$ cat src/rtl/ras_req_gen_if.sv
// ras_req_gen_if
// Bundles every signal of ras_req_gen except clk/reset:
//   - fetch side:  flush, in_valid/in_ready, in_pc, in_instr0/1, in_slot1_valid
//   - stack side:  ras_push/ras_pop, ras_ret_pc_push, ras_flush, ras_ret_pc_pop, ras_fail
//   - record side: out_valid/out_ready, out_pc, out_kind, out_slot,
//                  out_target, out_target_valid
// Modport "slave" is the request generator itself.
// Modport "master" is its environment: fetch, stack and next-PC selector.
interface ras_req_gen_if;
    logic        flush;
    logic        in_valid;
    logic        in_ready;
    logic [31:0] in_pc;
    logic [31:0] in_instr0;
    logic [31:0] in_instr1;
    logic        in_slot1_valid;
    logic        ras_push;
    logic        ras_pop;
    logic [31:0] ras_ret_pc_push;
    logic        ras_flush;
    logic [31:0] ras_ret_pc_pop;
    logic        ras_fail;
    logic        out_valid;
    logic        out_ready;
    logic [31:0] out_pc;
    logic [1:0]  out_kind;
    logic        out_slot;
    logic [31:0] out_target;
    logic        out_target_valid;

    modport master (
        output flush, in_valid, in_pc, in_instr0, in_instr1, in_slot1_valid,
               ras_ret_pc_pop, ras_fail, out_ready,
        input  in_ready, ras_push, ras_pop, ras_ret_pc_push, ras_flush,
               out_valid, out_pc, out_kind, out_slot, out_target, out_target_valid
    );

    modport slave (
        input  flush, in_valid, in_pc, in_instr0, in_instr1, in_slot1_valid,
               ras_ret_pc_pop, ras_fail, out_ready,
        output in_ready, ras_push, ras_pop, ras_ret_pc_push, ras_flush,
               out_valid, out_pc, out_kind, out_slot, out_target, out_target_valid
    );
endinterface

$ cat src/rtl/ras_req_gen.sv
// ras_req_gen
// Pre-decodes MIPS calls (JAL, JALR rd=$31) and returns (JR $31) in
// two-instruction fetch bundles. Delay slots are honoured.
// For each qualifying bundle it issues one push or one pop to the return
// address stack. It then forwards a registered prediction record downstream.
// Ports:
//   clk   - clock
//   reset - synchronous active-high reset
//   bus   - ras_req_gen_if.slave (fetch input, stack requests, prediction record)
// Pipeline: stage S holds the accepted bundle and its decoded op.
// Stage O holds the outgoing record.
// The stack op is issued in the cycle S moves into O.
module ras_req_gen (
    input  logic         clk,
    input  logic         reset,
    ras_req_gen_if.slave bus
);

    localparam logic [1:0] KIND_NONE = 2'b00;
    localparam logic [1:0] KIND_CALL = 2'b01;
    localparam logic [1:0] KIND_RET  = 2'b10;

    // JAL, or JALR writing the link register $31
    function automatic logic is_call(input logic [31:0] instr);
        logic jal;
        logic jalr;
        jal  = (instr[31:26] == 6'b000011);
        jalr = (instr[31:26] == 6'b000000) && (instr[5:0] == 6'b001001) &&
               (instr[15:11] == 5'd31);
        return jal | jalr;
    endfunction

    // JR through the link register $31
    function automatic logic is_ret(input logic [31:0] instr);
        return (instr[31:26] == 6'b000000) && (instr[5:0] == 6'b001000) &&
               (instr[25:21] == 5'd31);
    endfunction

    logic        s_valid_q;
    logic [31:0] s_pc_q;
    logic [1:0]  s_kind_q;
    logic        s_slot_q;
    logic        delay_pending_q;

    logic        out_valid_q;
    logic [31:0] out_pc_q;
    logic [1:0]  out_kind_q;
    logic        out_slot_q;
    logic [31:0] out_target_q;
    logic        out_target_valid_q;

    logic        call0_s;
    logic        ret0_s;
    logic        op0_s;
    logic        call1_s;
    logic        ret1_s;
    logic        op1_s;
    logic [1:0]  kind_d;
    logic        slot_d;
    logic        pend_d;
    logic        advance_s;
    logic        accept_s;

    // Decode the incoming bundle. Slot 0 is skipped when it is the delay
    // slot of the previous bundle's op. Slot 1 is skipped when slot 0 owns it.
    always_comb begin
        call0_s = 1'b0;
        ret0_s  = 1'b0;
        call1_s = 1'b0;
        ret1_s  = 1'b0;
        kind_d  = KIND_NONE;
        if (!delay_pending_q) begin
            call0_s = is_call(bus.in_instr0);
            ret0_s  = is_ret(bus.in_instr0);
        end else begin
            call0_s = 1'b0;
            ret0_s  = 1'b0;
        end
        op0_s = call0_s | ret0_s;
        if (!op0_s && bus.in_slot1_valid) begin
            call1_s = is_call(bus.in_instr1);
            ret1_s  = is_ret(bus.in_instr1);
        end else begin
            call1_s = 1'b0;
            ret1_s  = 1'b0;
        end
        op1_s = call1_s | ret1_s;
        if (call0_s || call1_s) begin
            kind_d = KIND_CALL;
        end else if (ret0_s || ret1_s) begin
            kind_d = KIND_RET;
        end else begin
            kind_d = KIND_NONE;
        end
        slot_d = op1_s;
        // The delay slot lands in the next bundle when the op sits in slot 1,
        // or when the op sits in slot 0 and slot 1 is empty.
        pend_d = op1_s | (op0_s & ~bus.in_slot1_valid);
    end

    assign advance_s = s_valid_q & (~out_valid_q | bus.out_ready);
    assign accept_s  = bus.in_valid & bus.in_ready & ~bus.flush;

    assign bus.in_ready        = ~s_valid_q | advance_s;
    assign bus.ras_flush       = bus.flush;
    // A stack op fires only on the cycle S advances, so each op is issued once.
    assign bus.ras_push        = advance_s & ~bus.flush & ~reset & (s_kind_q == KIND_CALL);
    assign bus.ras_pop         = advance_s & ~bus.flush & ~reset & (s_kind_q == KIND_RET);
    assign bus.ras_ret_pc_push = s_pc_q + (s_slot_q ? 32'd12 : 32'd8);

    assign bus.out_valid        = out_valid_q;
    assign bus.out_pc           = out_pc_q;
    assign bus.out_kind         = out_kind_q;
    assign bus.out_slot         = out_slot_q;
    assign bus.out_target       = out_target_q;
    assign bus.out_target_valid = out_target_valid_q;

    // Stage S, delay-slot tracking and stage O; reset and flush squash everything.
    always_ff @(posedge clk) begin
        if (reset || bus.flush) begin
            s_valid_q          <= 1'b0;
            s_pc_q             <= 32'd0;
            s_kind_q           <= KIND_NONE;
            s_slot_q           <= 1'b0;
            delay_pending_q    <= 1'b0;
            out_valid_q        <= 1'b0;
            out_pc_q           <= 32'd0;
            out_kind_q         <= KIND_NONE;
            out_slot_q         <= 1'b0;
            out_target_q       <= 32'd0;
            out_target_valid_q <= 1'b0;
        end else begin
            if (accept_s) begin
                s_valid_q       <= 1'b1;
                s_pc_q          <= bus.in_pc;
                s_kind_q        <= kind_d;
                s_slot_q        <= slot_d;
                delay_pending_q <= pend_d;
            end else if (advance_s) begin
                s_valid_q <= 1'b0;
            end else begin
                s_valid_q <= s_valid_q;
            end

            if (advance_s) begin
                out_valid_q <= 1'b1;
                out_pc_q    <= s_pc_q;
                out_kind_q  <= s_kind_q;
                out_slot_q  <= s_slot_q;
                // The popped address is sampled in the same cycle as the pop.
                if (s_kind_q == KIND_RET) begin
                    out_target_q       <= bus.ras_ret_pc_pop;
                    out_target_valid_q <= ~bus.ras_fail;
                end else begin
                    out_target_q       <= 32'd0;
                    out_target_valid_q <= 1'b0;
                end
            end else if (bus.out_ready) begin
                out_valid_q <= 1'b0;
            end else begin
                out_valid_q <= out_valid_q;
            end
        end
    end

endmodule

$ cat src/flat_wrapper.sv
// flat-port wrapper written by rule: the top's interface ports become plain ports
module ras_req_gen_flat 
  (clk, reset, bus_flush, bus_in_valid, bus_in_pc, bus_in_instr0, bus_in_instr1, bus_in_slot1_valid, bus_ras_ret_pc_pop, bus_ras_fail, bus_out_ready, bus_in_ready, bus_ras_push, bus_ras_pop, bus_ras_ret_pc_push, bus_ras_flush, bus_out_valid, bus_out_pc, bus_out_kind, bus_out_slot, bus_out_target, bus_out_target_valid);
  ras_req_gen_if bus_i ();
  input  logic clk;
  input  logic reset;
  input wire logic [$bits(bus_i.flush)-1:0] bus_flush;
  input wire logic [$bits(bus_i.in_valid)-1:0] bus_in_valid;
  input wire logic [$bits(bus_i.in_pc)-1:0] bus_in_pc;
  input wire logic [$bits(bus_i.in_instr0)-1:0] bus_in_instr0;
  input wire logic [$bits(bus_i.in_instr1)-1:0] bus_in_instr1;
  input wire logic [$bits(bus_i.in_slot1_valid)-1:0] bus_in_slot1_valid;
  input wire logic [$bits(bus_i.ras_ret_pc_pop)-1:0] bus_ras_ret_pc_pop;
  input wire logic [$bits(bus_i.ras_fail)-1:0] bus_ras_fail;
  input wire logic [$bits(bus_i.out_ready)-1:0] bus_out_ready;
  output wire logic [$bits(bus_i.in_ready)-1:0] bus_in_ready;
  output wire logic [$bits(bus_i.ras_push)-1:0] bus_ras_push;
  output wire logic [$bits(bus_i.ras_pop)-1:0] bus_ras_pop;
  output wire logic [$bits(bus_i.ras_ret_pc_push)-1:0] bus_ras_ret_pc_push;
  output wire logic [$bits(bus_i.ras_flush)-1:0] bus_ras_flush;
  output wire logic [$bits(bus_i.out_valid)-1:0] bus_out_valid;
  output wire logic [$bits(bus_i.out_pc)-1:0] bus_out_pc;
  output wire logic [$bits(bus_i.out_kind)-1:0] bus_out_kind;
  output wire logic [$bits(bus_i.out_slot)-1:0] bus_out_slot;
  output wire logic [$bits(bus_i.out_target)-1:0] bus_out_target;
  output wire logic [$bits(bus_i.out_target_valid)-1:0] bus_out_target_valid;
  assign bus_i.flush = bus_flush;
  assign bus_i.in_valid = bus_in_valid;
  assign bus_i.in_pc = bus_in_pc;
  assign bus_i.in_instr0 = bus_in_instr0;
  assign bus_i.in_instr1 = bus_in_instr1;
  assign bus_i.in_slot1_valid = bus_in_slot1_valid;
  assign bus_i.ras_ret_pc_pop = bus_ras_ret_pc_pop;
  assign bus_i.ras_fail = bus_ras_fail;
  assign bus_i.out_ready = bus_out_ready;
  assign bus_in_ready = bus_i.in_ready;
  assign bus_ras_push = bus_i.ras_push;
  assign bus_ras_pop = bus_i.ras_pop;
  assign bus_ras_ret_pc_push = bus_i.ras_ret_pc_push;
  assign bus_ras_flush = bus_i.ras_flush;
  assign bus_out_valid = bus_i.out_valid;
  assign bus_out_pc = bus_i.out_pc;
  assign bus_out_kind = bus_i.out_kind;
  assign bus_out_slot = bus_i.out_slot;
  assign bus_out_target = bus_i.out_target;
  assign bus_out_target_valid = bus_i.out_target_valid;
  ras_req_gen u_core (.clk(clk), .reset(reset), .bus(bus_i));
endmodule
$ cat config.mk
export PLATFORM = sky130hd
export DESIGN_NAME = ras_req_gen_flat
export DESIGN_NICKNAME = d
export VERILOG_FILES = /design/src/rtl/ras_req_gen_if.sv /design/src/rtl/ras_req_gen.sv /design/src/flat_wrapper.sv
export SDC_FILE = /design/constraint.sdc
export NUM_CORES = 1
export LEC_CHECK = 0
export ABC_AREA = 1
export BUFFER_PORTS_ARGS = -buffer_cell sky130_fd_sc_hd__buf_2
export CAP_MARGIN = 10
export CORE_MARGIN = 2
export CORE_UTILIZATION = 41
export CTS_CLUSTER_DIAMETER = 120
export DETAILED_ROUTE_END_ITERATION = 10
export PLACE_DENSITY = 0.77
export SLEW_MARGIN = 40
export SYNTH_ARGS = -nofsm -noshare
export SYNTH_HDL_FRONTEND = slang
export SYNTH_SLANG_ARGS = --single-unit
$ cat constraint.sdc
create_clock -name clk -period 1.8 [get_ports clk]
set_input_delay 0.18 -clock clk [delete_from_list [all_inputs] [get_ports clk]]
set_output_delay 0.18 -clock clk [all_outputs]
set_load 0.005 [all_outputs]
== Word-level counts from Yosys, hierarchy flattened ==
Index checks and enable logic that the tools add are counted.

* Bits in registers: 106
* Input port bits: 135
* Word-level logic and storage cells: 75

* $add $sub $neg: 1
* Equal/unequal tests: 12
* Muxes and demuxes: 13
* Bitwise operators: 21
* Reduce and logical (&&, ||, !) cells: 17

{| class="wikitable"
|+ Operator list
! kind !! count
|-
| 32-bit adder || 1
|-
| 32-bit 2-to-1 mux || 1
|-
| 6-bit by 4-bit equality test with 1-bit output (second input constant) || 4
|-
| 5-bit equality test (second input constant) || 4
|-
| 6-bit by 2-bit equality test with 1-bit output (second input constant) || 2
|-
| 6-bit zero test || 2
|-
| 1-bit logical AND || 9
|-
| 1-bit 2-to-1 mux || 9
|-
| 1-bit AND || 8
|-
| 1-bit bitwise OR || 7
|-
| 1-bit inverter || 6
|-
| 2-bit 2-to-1 mux || 2
|-
| 2-bit nonzero test || 2
|-
| 1-bit logical OR || 3
|-
| 3-bit 2-to-1 mux || 1
|-
| 2-bit by 1-bit equality test with 1-bit output (second input constant) || 1
|-
| 2-bit equality test (second input constant) || 1
|-
| 1-bit zero test || 1
|}

== Logic depth before layout (Yosys ltp) ==
Gate-level depths: netlist of run 1.

* Word-level depth: 12
* Gate-level depth with buffers: 12
* Gate-level depth less buffers: 12

== Worst setup path before layout of run 1 ==
No wires, ideal clock.

* Path kind: register to output
* Start point: register u_core.s_slot_q
* End point: output bus_ras_ret_pc_push[24]
* Arrival time: 1728 ps
* Slack: -108 ps
* Stages on the path, launching flop included: 11
* Cell sequence: dfxtp_1 -> ha_1 -> inv_1 -> ha_1 -> nor3_4 -> nand3_2 -> nor2_2 -> nand3b_1 -> nor2_2 -> nand3_1 -> xor2_1

* Cells in the longest elaborated chain, start to end: 2

{| class="wikitable"
|+ RTL lines
! item !! RTL line !! RTL
|-
| from (decl) || ras_req_gen.sv:42 || <nowiki>logic s_slot_q;</nowiki>
|-
| from (signal assigned) || ras_req_gen.sv:137 || <nowiki>s_slot_q <= slot_d;</nowiki>
|-
| 3-bit 2-to-1 mux || ras_req_gen.sv:109 || <nowiki>assign bus.ras_ret_pc_push = s_pc_q + (s_slot_q ? 32'd12 : 32'd8);</nowiki>
|-
| 32-bit adder || ras_req_gen.sv:109 ||
|-
| to (decl) || flat_wrapper.sv:19 || <nowiki>output wire logic [$bits(bus_i.ras_ret_pc_push)-1:0] bus_ras_ret_pc_push;</nowiki>
|}

No other way between the ends.

== Worst setup path in the final report of run 1 ==
* Start point: register u_core.s_pc_q[2]
* End point: output bus_ras_ret_pc_push[24]

* Cells in the longest elaborated chain, start to end: 1

{| class="wikitable"
|+ RTL lines
! item !! RTL line !! RTL
|-
| from (decl) || ras_req_gen.sv:40 || <nowiki>logic [31:0] s_pc_q;</nowiki>
|-
| from (signal assigned) || ras_req_gen.sv:135 || <nowiki>s_pc_q <= bus.in_pc;</nowiki>
|-
| 32-bit adder || ras_req_gen.sv:109 ||
|}

No other way between the ends.

==> results of run 1 <==
[power by group through the flow]
| stage | clock [W] | sequential [W] | combinational (W) |
|---|---|---|---|
| 2_1_floorplan | 0 | 0.00246 | 0.000183 |
| 3_3_place_gp | 0 | 0.00246 | 0.000408 |
| 3_5_place_dp | 0 | 0.00246 | 0.000413 |
| 4_1_cts | 0.00157 | 0.00240 | 0.000417 |
| 5_1_grt | 0.00165 | 0.00241 | 0.000469 |
| 6_report | 0.00153 | 0.00241 | 0.000417 |
[cell usage in the layout, fill, tap and decap left out, types with 3 or more instances in the layout]
master / n
xnor2_1: 3
nor2_1: 53
nand2_1: 93
inv_2: 6
buf_2: 219
xor2_2: 5
nand2_4: 3
nand3_1: 48
inv_1: 36
a21oi_1: 94
nand4_1: 11
clkbuf_8: 9
buf_12: 3
buf_6: 6
dfxtp_1: 104
nand3_2: 6
nor4_1: 4
o21ai_0: 55
nand3b_1: 5
xor2_1: 14
nor2_2: 5
nor3_1: 6
nor2_4: 4
buf_4: 27
[worst max path at each step]
stage	startpoint	end	slack (ps)	depth (start not counted)
finish	u_core.s_pc_q[2]$_SDFFE_PP0P_	bus_ras_ret_pc_push[24]	-560	11
global route	u_core.s_slot_q$_SDFFE_PP0P_	bus_ras_ret_pc_push[24]	-700	11
CTS	u_core.s_slot_q$_SDFFE_PP0P_	bus_ras_ret_pc_push[28]	-580	11
detailed placement	u_core.s_slot_q$_SDFFE_PP0P_	bus_ras_ret_pc_push[24]	-200	11
global placement	u_core.s_slot_q$_SDFFE_PP0P_	bus_ras_ret_pc_push[28]	-150	11
floorplan	u_core.s_slot_q$_SDFFE_PP0P_	bus_ras_ret_pc_push[24]	-20	10
[layout make-up]
type                    count  area, um^2  share of cell area
multi-input cells         424        2300              0.3596
flip-flops and latches    106        2125              0.3322
repair buffers            255        1426              0.2230
well taps                 140       175.2             0.02739
inverters                  44       167.7             0.02622
clock buffers               9       123.9             0.01937
clock inverters             7       77.57             0.01213
[worst reg2reg max path, cell delays in order (launching register included)]
cell      delay, ps
dfxtp_1         340
nand3_1         120
nand2_1         110
nor2_1          140
clkinv_1        150
buf_12          210
o21ai_0         300
a21oi_1          80
[cell families after synthesis]
| kind of cell | synth area share |
|---|---|
| buffers and inverters | 0.07026 |
| adders and majority gates | 0.005425 |
| DFF | 0.4601 |
| and+or+nand+nor | 0.2507 |
| xor gates and xnor gates | 0.04368 |
| AOI/OAI and AO/OA | 0.1698 |
[flip-flops by register name, indices dropped and copies added, names as in the netlist]
name / flops
u_core.s_valid_q: 1
u_core.s_pc_q: 32
u_core.bus.out_target_valid: 1
u_core.delay_pending_q: 1
u_core.s_slot_q: 1
u_core.bus.out_target: 32
u_core.bus.out_slot: 1
u_core.bus.out_pc: 32
u_core.bus.out_valid: 1
u_core.s_kind_q: 2
u_core.bus.out_kind: 2
[Yosys cell counts]
| cell | count | area share |
|---|---|---|
| o21ai_0 | 55 | 0.060 |
| nand4_1 | 11 | 0.015 |
| nor2_2 | 3 | 0.0041 |
| inv_2 | 4 | 0.0033 |
| ha_1 | 2 | 0.0054 |
| xor2_1 | 19 | 0.036 |
| nor3b_1 | 1 | 0.0016 |
| nand2_1 | 95 | 0.077 |
| nand2_4 | 2 | 0.0049 |
| clkbuf_1 | 30 | 0.024 |
| dfxtp_1 | 106 | 0.46 |
| nor3_1 | 6 | 0.0065 |
| nand3_1 | 52 | 0.056 |
| a22oi_1 | 2 | 0.0033 |
| nor2_4 | 2 | 0.0049 |
| a21oi_1 | 94 | 0.10 |
| nand3_2 | 2 | 0.0043 |
| nor4_1 | 4 | 0.0054 |
| nor3_4 | 1 | 0.0035 |
| nand3b_1 | 5 | 0.0081 |
| buf_1 | 1 | 0.00081 |
| nor2_1 | 57 | 0.046 |
| a21oi_2 | 1 | 0.0019 |
| a31oi_1 | 1 | 0.0014 |
| buf_2 | 4 | 0.0043 |
| nor3_2 | 1 | 0.0022 |
| a211oi_1 | 1 | 0.0016 |
| xnor2_1 | 4 | 0.0076 |
| nand2_2 | 1 | 0.0014 |
| inv_1 | 40 | 0.033 |
| buf_4 | 3 | 0.0049 |
| nor2_8 | 2 | 0.0087 |
[through the flow]
step | power [W] | setup TNS, ps | setup WS, ps
final | 0.004351 | -8886 | -559.9
after global routing | 0.004534 | -12300 | -698.1
after CTS | 0.004387 | -10450 | -580.6
after detailed placement | 0.002870 | -1695 | -202.1
after global placement | 0.002865 | -935.3 | -148.0
after floorplan | 0.002638 | -23.82 | -23.82
[repair_timing]
item	4_1_cts	5_1_grt
setup endpoints to repair	25	28
endpoints found under the hold margin	0	0
pin swaps	13	13
buffers inserted	10	4
gates resized for setup	25	10
[layer usage]
metal  part of all wire  GRT usage  vias to the layer above
li1                   -          -                     2484
met1               0.43     0.2659                     2225
met2               0.49     0.3874                      170
met3              0.068    0.05291                       18
met4              0.013    0.06691                        0
met5                  0          0                        -
==> impl_metrics.env, run 1 <==
export IMPL_ys_seq_area_frac=0.4601
export IMPL_avgSynthCellArea_um2=7.536
export IMPL_yosysWarnings=0
export IMPL_tightestPinTransition_ps=479.6
export IMPL_r2r_start="u_core.bus.out_valid$_SDFFE_PP0P_"
export IMPL_first_pass_iters=4
export IMPL_status="complete, but fails checks"
export IMPL_hold_class="in -> reg"
export IMPL_power_internal_w=0.003226
export IMPL_drive_gt1_frac=0.3704
export IMPL_grt_pass1_wl_um=21120
export IMPL_dpl_instance_area_mm2=0.005992
export IMPL_hpwlAfterDp_um=9687
export IMPL_core_mm2=0.01089
export IMPL_clock_path_buffers=2
export IMPL_cp_data_required_time_ps=1620
export IMPL_path_buf_inv=2
export IMPL_crit_family="simple AND/OR/NAND/NOR gates"
export IMPL_vdd_ir_drop_max_mv=0.6183
export IMPL_synth_nets=749
export IMPL_cts_buffers=9
export IMPL_r2r_cells=7
export IMPL_worstHoldPathCells=3
export IMPL_min_from="bus_ras_fail"
export IMPL_grt_max_degree=57
export IMPL_finalNonFillerCells=985
export IMPL_ios=240
export IMPL_die_y_um=110.1
export IMPL_die_x_um=110.1
export IMPL_grt_pass1_vias=4606
export IMPL_cts_hold_buf=0
export IMPL_globalplace_congestion=0.8633
export IMPL_fin_nets=977
export IMPL_swShare=0.2586
export IMPL_gr_usage_all_layers=0.2207
export IMPL_finalHoldViolations=0
export IMPL_antenna_found_initial=0
export IMPL_rows=38
export IMPL_overflow=0
export IMPL_layout_worst_path_cycle_share=1.311
export IMPL_r2r_setup_slack_ps=250
export IMPL_antenna_left=0
export IMPL_cap_viol_max_count=0
export IMPL_vias_per_cell=4.972
export IMPL_initial_core_util=0.4236
export IMPL_p_leak_nw=2.958
export IMPL_fillers=1045
export IMPL_holdPathEnd="u_core.bus.out_target_valid$_SDFFE_PP0P_"
export IMPL_clock_latency_ps=370
export IMPL_p_per_area_mw_per_mm2=680.4
export IMPL_final_util=0.5873
export IMPL_critical_path_max_stage_delay_ps=360
export IMPL_final_area_mm2=0.006395
export IMPL_cts_clk_slew_worst_paths_ps=100
export IMPL_path_cells="ha_4, inv_4, ha_4, nor3_4, nand3_2, nor2_2, nand3b_1, nor2_2, nand3_1, xor2_1, buf_2"
export IMPL_timing_final_max_slew_violations=0
export IMPL_routed_wl_um=13460
export IMPL_r2r_end="u_core.s_pc_q[12]$_SDFFE_PP0P_"
export IMPL_synth_distinct_cells=32
export IMPL_syn_cell_area_mm2=0.004612
export IMPL_drc=0
export IMPL_cp_arrival_ps=2180
export IMPL_drt_initial_drc_count=274
export IMPL_root_buffer="clkbuf_8"
export IMPL_cts_tree="built"
export IMPL_clock_sinks=106
export IMPL_slew_limit_headroom=0.6803
export IMPL_dieArea_mm2=0.01211
export IMPL_fin_hold_ws_ps=55.38
export IMPL_finalCriticalPeriod_ps=2360
export IMPL_cp_max_fo=4
export IMPL_numPortBuffers=219
export IMPL_start_kind="register"
export IMPL_setup_viol_count_final=26
export IMPL_max_clock_freq_mhz=423.7
export IMPL_endpoint_kind="primary output"
export IMPL_ys_ff_latch=106
export IMPL_skew_ps=12.14
export IMPL_failed_checks="negative setup slack"
export IMPL_worstSetupPathType="reg -> out"
export IMPL_setup_ws_ps=-559.9
export IMPL_p_sw_w=0.001125
export IMPL_clkPwrFrac=0.351
export IMPL_syn_inst=612
export IMPL_dr_total_vias=4897
export IMPL_pwr_share_comb=0.096
export IMPL_placedCellCount=962
export IMPL_pwr_share_seq=0.553
export IMPL_rsz0062_at_grt="true"
export IMPL_htree_levels=3
export IMPL_post_drt_wl_per_cell_um=13.66
export IMPL_worst_path_max_delay_cell="dfxtp_2"
export IMPL_diodes=0
export IMPL_syn2layout_area_growth_pct=38.66
Note: power is estimated with default switching activity, not from simulation.
==> inputs of run 2 (changes only) <==
--- a/config.mk
+++ b/config.mk
@@ -13,6 +13,7 @@
 export CTS_CLUSTER_DIAMETER = 120
 export DETAILED_ROUTE_END_ITERATION = 10
 export PLACE_DENSITY = 0.77
+export SETUP_SLACK_MARGIN = 0.05
 export SLEW_MARGIN = 40
 export SYNTH_ARGS = -nofsm -noshare
 export SYNTH_HDL_FRONTEND = slang
==> constraint.sdc (replaced) <==
create_clock -name clk -period 1.9 [get_ports clk]
set_input_delay 0.19 -clock clk [delete_from_list [all_inputs] [get_ports clk]]
set_output_delay 0.19 -clock clk [all_outputs]
set_load 0.005 [all_outputs]
==> run 2 against run 1 <==
  * The flow still finishes with violations (negative setup slack)
  * Sequential cell count unchanged
  * Die area unchanged
  * Register-to-register slack better by 170 ps
  * Critical endpoint is now bus_ras_ret_pc_push[28]
  * Highest routed layer unchanged
==> impl_metrics.env, run 2 (synthesis results as in run 1) <==
export IMPL_status="complete, but fails checks"
export IMPL_failed_checks="negative setup slack"
export IMPL_grt_pass1_vias=4465
export IMPL_dr_total_vias=4787
export IMPL_endpoint_kind="primary output"
export IMPL_vias_per_cell=4.900
export IMPL_rsz0062_at_grt="true"
export IMPL_crit_end="bus_ras_ret_pc_push[28]"
export IMPL_setup_ws_ps=-427.0
export IMPL_p_leak_nw=2.902
export IMPL_htree_levels=3
export IMPL_place_ws_ps=-153.7
export IMPL_die_y_um=110.1
export IMPL_hpwlAfterDp_um=9359
export IMPL_r2r_setup_slack_ps=420
export IMPL_finalHoldViolations=0
export IMPL_drc=0
export IMPL_worstSetupPathType="reg -> out"
export IMPL_first_pass_iters=4
export IMPL_start_kind="register"
export IMPL_fillers=1046
export IMPL_p_per_area_mw_per_mm2=651.9
export IMPL_vdd_ir_drop_max_mv=0.6072
export IMPL_tightestPinTransition_ps=400.5
export IMPL_drive_gt1_frac=0.3560
export IMPL_rows=38
export IMPL_grt_pass1_wl_um=20420
export IMPL_seqCellArea_mm2=0.002125
export IMPL_r2r_end="u_core.s_pc_q[5]$_SDFFE_PP0P_"
export IMPL_final_common_cell="buf_2"
export IMPL_gr_usage_all_layers=0.2156
export IMPL_crit_start="u_core.s_slot_q$_SDFFE_PP0P_"
export IMPL_diodes=0
export IMPL_setup_viol_count_final=22
export IMPL_syn2layout_area_growth_pct=36.44
export IMPL_cp_max_fo=3
export IMPL_fin_nets=969
export IMPL_final_util=0.5779
export IMPL_fin_setup_tns_ps=-6319
export IMPL_post_drt_wl_per_cell_um=13.48
export IMPL_antenna_left=0
export IMPL_cts_tree="built"
export IMPL_final_cell_mix="219 x buf_2, 104 x dfxtp_1, 94 x a21oi_1"
export IMPL_ios=240
export IMPL_multi_input_area_mm2=0.002275
export IMPL_root_buffer="clkbuf_8"
export IMPL_timing_final_max_slew_violations=0
export IMPL_finalCriticalPeriod_ps=2327
export IMPL_die_x_um=110.1
export IMPL_cts_hold_buf=0
export IMPL_cp_arrival_ps=2140
export IMPL_grt_max_degree=57
export IMPL_r2r_start="u_core.bus.out_valid$_SDFFE_PP0P_"
export IMPL_antenna_found_initial=0
export IMPL_numPortBuffers=219
export IMPL_cts_buffers=9
export IMPL_globalplace_congestion=0.8549
export IMPL_clock_latency_ps=380
export IMPL_overflow=0
export IMPL_clock_sinks=106
export IMPL_hold_class="in -> reg"
export IMPL_cts_clk_slew_worst_paths_ps=100
export IMPL_max_clock_freq_mhz=429.7
export IMPL_skew_ps=8.842
export IMPL_routed_wl_um=13170
export IMPL_slew_limit_headroom=0.7309
export IMPL_drt_initial_drc_count=275
export IMPL_cap_viol_max_count=0
export IMPL_core_mm2=0.01089
export IMPL_initial_core_util=0.4236
export IMPL_layout_worst_path_cycle_share=1.225
export IMPL_r2r_cells=7
export IMPL_clock_path_buffers=2
export IMPL_cp_data_required_time_ps=1710
export IMPL_dieArea_mm2=0.01211
-- run 2: changes by cell type in the layout (fill, tap and decap cells not counted), sizes merged --
cell	change
clkinvlp	+3
inv	-1
clkinv	-4
clkbuf	+2
buf	-8
-- run 2: power by group --
part           switching [W]  internal, W  total [W]  leakage [nW]
sequential         0.0000239      0.00225    0.00228         0.858
clock               0.000786     0.000651    0.00144        0.0922
combinational       0.000214     0.000174   0.000388          1.95
total                0.00102      0.00308    0.00410          2.90
-- run 2: layout make-up --
class / instances / share of cell area
multi-input combinational: 424 / 0.3615
inverter: 44 / 0.02665
clock buffer: 11 / 0.02247
timing repair buffer: 247 / 0.2142
sequential: 106 / 0.3376
clock inverter: 5 / 0.009743
tap: 140 / 0.02784
-- run 2: worst min-delay path by stage --
stage                                                 startpoint                                      to  slack [ps]  cells past startpoint
after CTS                                           bus_in_pc[0]           u_core.s_pc_q[0]$_SDFFE_PP0P_          30                      3
after detailed placement   u_core.bus.out_target[9]$_SDFFE_PP0P_   u_core.bus.out_target[9]$_SDFFE_PP0P_         450                      2
after global routing                                bus_in_pc[0]           u_core.s_pc_q[0]$_SDFFE_PP0P_          40                      3
after global placement    u_core.bus.out_target[19]$_SDFFE_PP0P_  u_core.bus.out_target[19]$_SDFFE_PP0P_         450                      2
final                                               bus_in_pc[0]           u_core.s_pc_q[0]$_SDFFE_PP0P_          50                      3
after floorplan                                     bus_in_pc[0]           u_core.s_pc_q[0]$_SDFFE_PP0P_         340                      2
-- run 2: what timing repair did --
item,CTS,global route
pin swaps,8,7
endpoints found under the setup margin,26,26
endpoints found under the hold margin,0,0
resized for setup,18,6
buffers inserted,2,3
-- run 2: critical path: stages, from the launching register on --
cell,delay (ps)
dfxtp_2,370
ha_4,140
inv_4,40
ha_4,150
nor3_4,130
nand3_2,130
inv_2,90
nand2_4,70
nor3_4,230
nand3_2,110
xor2_1,170
buf_2,130
-- run 2: stage by stage --
stage	std cells	hold WS, ps	cell area, um^2	total power [W]
after floorplan	612	338.4	4612	0.002499
after global placement	958	448.7	5962	0.002713
after detailed placement	958	451.9	5962	0.002716
after CTS	976	29.23	6251	0.004157
after global routing	977	42.88	6292	0.004297
final	977	53.10	6292	0.004102
-- run 2: per-layer routing --
metal	vias up	GRT usage	part of all wire
met4	0	0.06962	0.015
li1	2470	-	-
met3	20	0.07407	0.077
met5	-	0	0
met2	171	0.3598	0.48
met1	2126	0.2597	0.43
==> inputs of run 3 (changes only) <==
--- a/config.mk
+++ b/config.mk
@@ -8,11 +8,13 @@
 export ABC_AREA = 1
 export BUFFER_PORTS_ARGS = -buffer_cell sky130_fd_sc_hd__buf_2
 export CAP_MARGIN = 10
+export CELL_PAD_IN_SITES_DETAIL_PLACEMENT = 0
+export CELL_PAD_IN_SITES_GLOBAL_PLACEMENT = 1
 export CORE_MARGIN = 2
-export CORE_UTILIZATION = 41
+export CORE_UTILIZATION = 28
 export CTS_CLUSTER_DIAMETER = 120
 export DETAILED_ROUTE_END_ITERATION = 10
-export PLACE_DENSITY = 0.77
+export PLACE_DENSITY_LB_ADDON = 0.1
 export SETUP_SLACK_MARGIN = 0.05
 export SLEW_MARGIN = 40
 export SYNTH_ARGS = -nofsm -noshare
==> run 3 against run 2 <==
  * The flow still finishes with violations (negative setup slack)
  * Clock power is 34% higher
  * Non-clock buffer count is 12 higher
  * Power is 12% higher
  * Critical path depth stayed put
  * Sequential cell count stayed put
  * Design area is 6.5% higher
  * Clock skew is 0.55 ps higher
  * Critical endpoint is now bus_ras_ret_pc_push[24]
  * Largest cell class unchanged
  * Largest power group unchanged
==> impl_metrics.env, run 3 (synthesis results as in run 1) <==
export IMPL_final_util=0.4190
export IMPL_clock_sinks=106
export IMPL_worstSetupPathType="reg -> out"
export IMPL_antenna_left=0
export IMPL_post_drt_wl_per_cell_um=14.22
export IMPL_setup_ws_ps=-471.4
export IMPL_antenna_found_initial=2
export IMPL_crit_start="u_core.s_pc_q[2]$_SDFFE_PP0P_"
export IMPL_routed_wl_um=15160
export IMPL_die_y_um=132.3
export IMPL_p_leak_nw=3.042
export IMPL_syn2layout_area_growth_pct=45.36
export IMPL_ios=240
export IMPL_die_x_um=132.3
export IMPL_p_per_area_mw_per_mm2=687.9
export IMPL_status="complete, but fails checks"
export IMPL_drive_gt1_frac=0.3852
export IMPL_grt_max_degree=66
export IMPL_drt_initial_drc_count=166
export IMPL_cts_clk_slew_worst_paths_ps=70
export IMPL_setup_viol_count_final=24
export IMPL_start_kind="register"
export IMPL_finalHoldViolations=0
export IMPL_timing_final_max_slew_violations=0
export IMPL_initial_core_util=0.2882
export IMPL_cts_buffers=9
export IMPL_dieArea_mm2=0.01751
export IMPL_place_ws_ps=-152.3
export IMPL_vdd_ir_drop_max_mv=0.4708
export IMPL_htree_levels=3
export IMPL_tightestPinTransition_ps=381.1
export IMPL_cp_max_fo=4
export IMPL_min_from="bus_in_pc[1]"
export IMPL_rows=46
export IMPL_max_clock_freq_mhz=421.7
export IMPL_cts_hold_buf=0
export IMPL_clock_path_buffers=2
export IMPL_skew_ps=9.395
export IMPL_grt_pass1_vias=4875
export IMPL_core_mm2=0.01600
export IMPL_first_pass_iters=4
export IMPL_dr_total_vias=4886
export IMPL_cap_viol_max_count=0
export IMPL_endpoint_kind="primary output"
export IMPL_gr_usage_all_layers=0.1717
export IMPL_failed_checks="negative setup slack"
export IMPL_hpwlAfterDp_um=11110
export IMPL_r2r_start="u_core.s_valid_q$_SDFFE_PP0P_"
export IMPL_root_buffer="clkbuf_16"
export IMPL_finalCriticalPeriod_ps=2371
export IMPL_final_common_cell="buf_2"
export IMPL_clock_latency_ps=350
export IMPL_cp_arrival_ps=2180
export IMPL_fin_hold_ws_ps=94.62
export IMPL_overflow=0
export IMPL_cts_tree="built"
export IMPL_drc=0
export IMPL_slew_limit_headroom=0.7439
export IMPL_rsz0062_at_grt="true"
export IMPL_vias_per_cell=4.583
export IMPL_fin_nets=981
export IMPL_power_total_w=0.004612
export IMPL_final_cell_mix="219 x buf_2, 104 x dfxtp_1, 93 x a21oi_1"
export IMPL_fin_setup_tns_ps=-7575
export IMPL_globalplace_congestion=0.7845
export IMPL_grt_pass1_wl_um=24630
export IMPL_cp_data_required_time_ps=1710
export IMPL_numPortBuffers=219
export IMPL_hold_class="in -> reg"
export IMPL_layout_worst_path_cycle_share=1.248
## run 3: changes by cell type in the layout (fill, tap and decap cells not counted), moves of 3 or more
| cell | change |
|---|---|
| buf_4 | +3 |
| buf_6 | +9 |
| clkbuf_16 | +9 |
| clkbuf_8 | -9 |
| clkinv_2 | +3 |
| clkinvlp_4 | -3 |
| nand3_1 | -4 |
| nand3_2 | +4 |
| xor2_1 | -4 |
| xor2_2 | +4 |
## run 3: through the flow
step	area, um^2	std cells
finish	6704	1066
floorplan	4612	612
global placement	6087	1038
detailed placement	6087	1038
CTS	6631	1069
global route	6704	1066
## run 3: critical path, stage by stage, from the launching register on
cell and delay [ps]:
dfxtp_2 360, ha_4 150, inv_4 40, ha_4 160
nor3_4 200, nand3_2 130, nor2_2 140, nand3b_1 130
nor2_4 170, nand3_2 80, xor2_1 140, buf_2 130
## run 3: path summary, 6_finish.rpt
path / end / depth (start not counted) / slack [ps]
worst max-delay path: bus_ras_ret_pc_push[24] / 11 / -470
worst min-delay path: u_core.s_pc_q[1]$_SDFFE_PP0P_ / 3 / 90
worst max register to register: u_core.delay_pending_q$_SDFFE_PP0P_ / 7 / 540
worst min register to register: u_core.bus.out_target[17]$_SDFFE_PP0P_ / 2 / 460
## run 3: what timing repair did
action,in CTS,in global routing
pin swaps,15,15
setup buffers,25,7
resized for setup,32,21
setup endpoints to repair,26,27
cloned,0,0
## run 3: final cells by class
| class | count | area (um^2) |
|---|---|---|
| fill | 1739 | 9296 |
| antenna | 1 | 2.502 |
| multi-input combinational | 424 | 2366 |
| clock buffer | 10 | 239.0 |
| tap | 216 | 270.3 |
| timing repair buffer | 259 | 1471 |
| inverter | 44 | 167.7 |
| clock inverter | 6 | 62.56 |
| sequential | 106 | 2125 |
## run 3: where the power goes
part | internal, W | switching [W] | leakage [nW]
logic | 0.000180 | 0.000221 | 2.03
registers | 0.00225 | 0.0000247 | 0.858
clock network | 0.00106 | 0.000870 | 0.153
total | 0.00350 | 0.00112 | 3.04
## run 3: layer usage
metal	up-vias	wire, um	global-route usage
met5	-	7	0
met4	2	157	0.04122
met3	13	1129	0.06228
met2	138	7176	0.2927
met1	2242	6688	0.2058
li1	2491	-	-
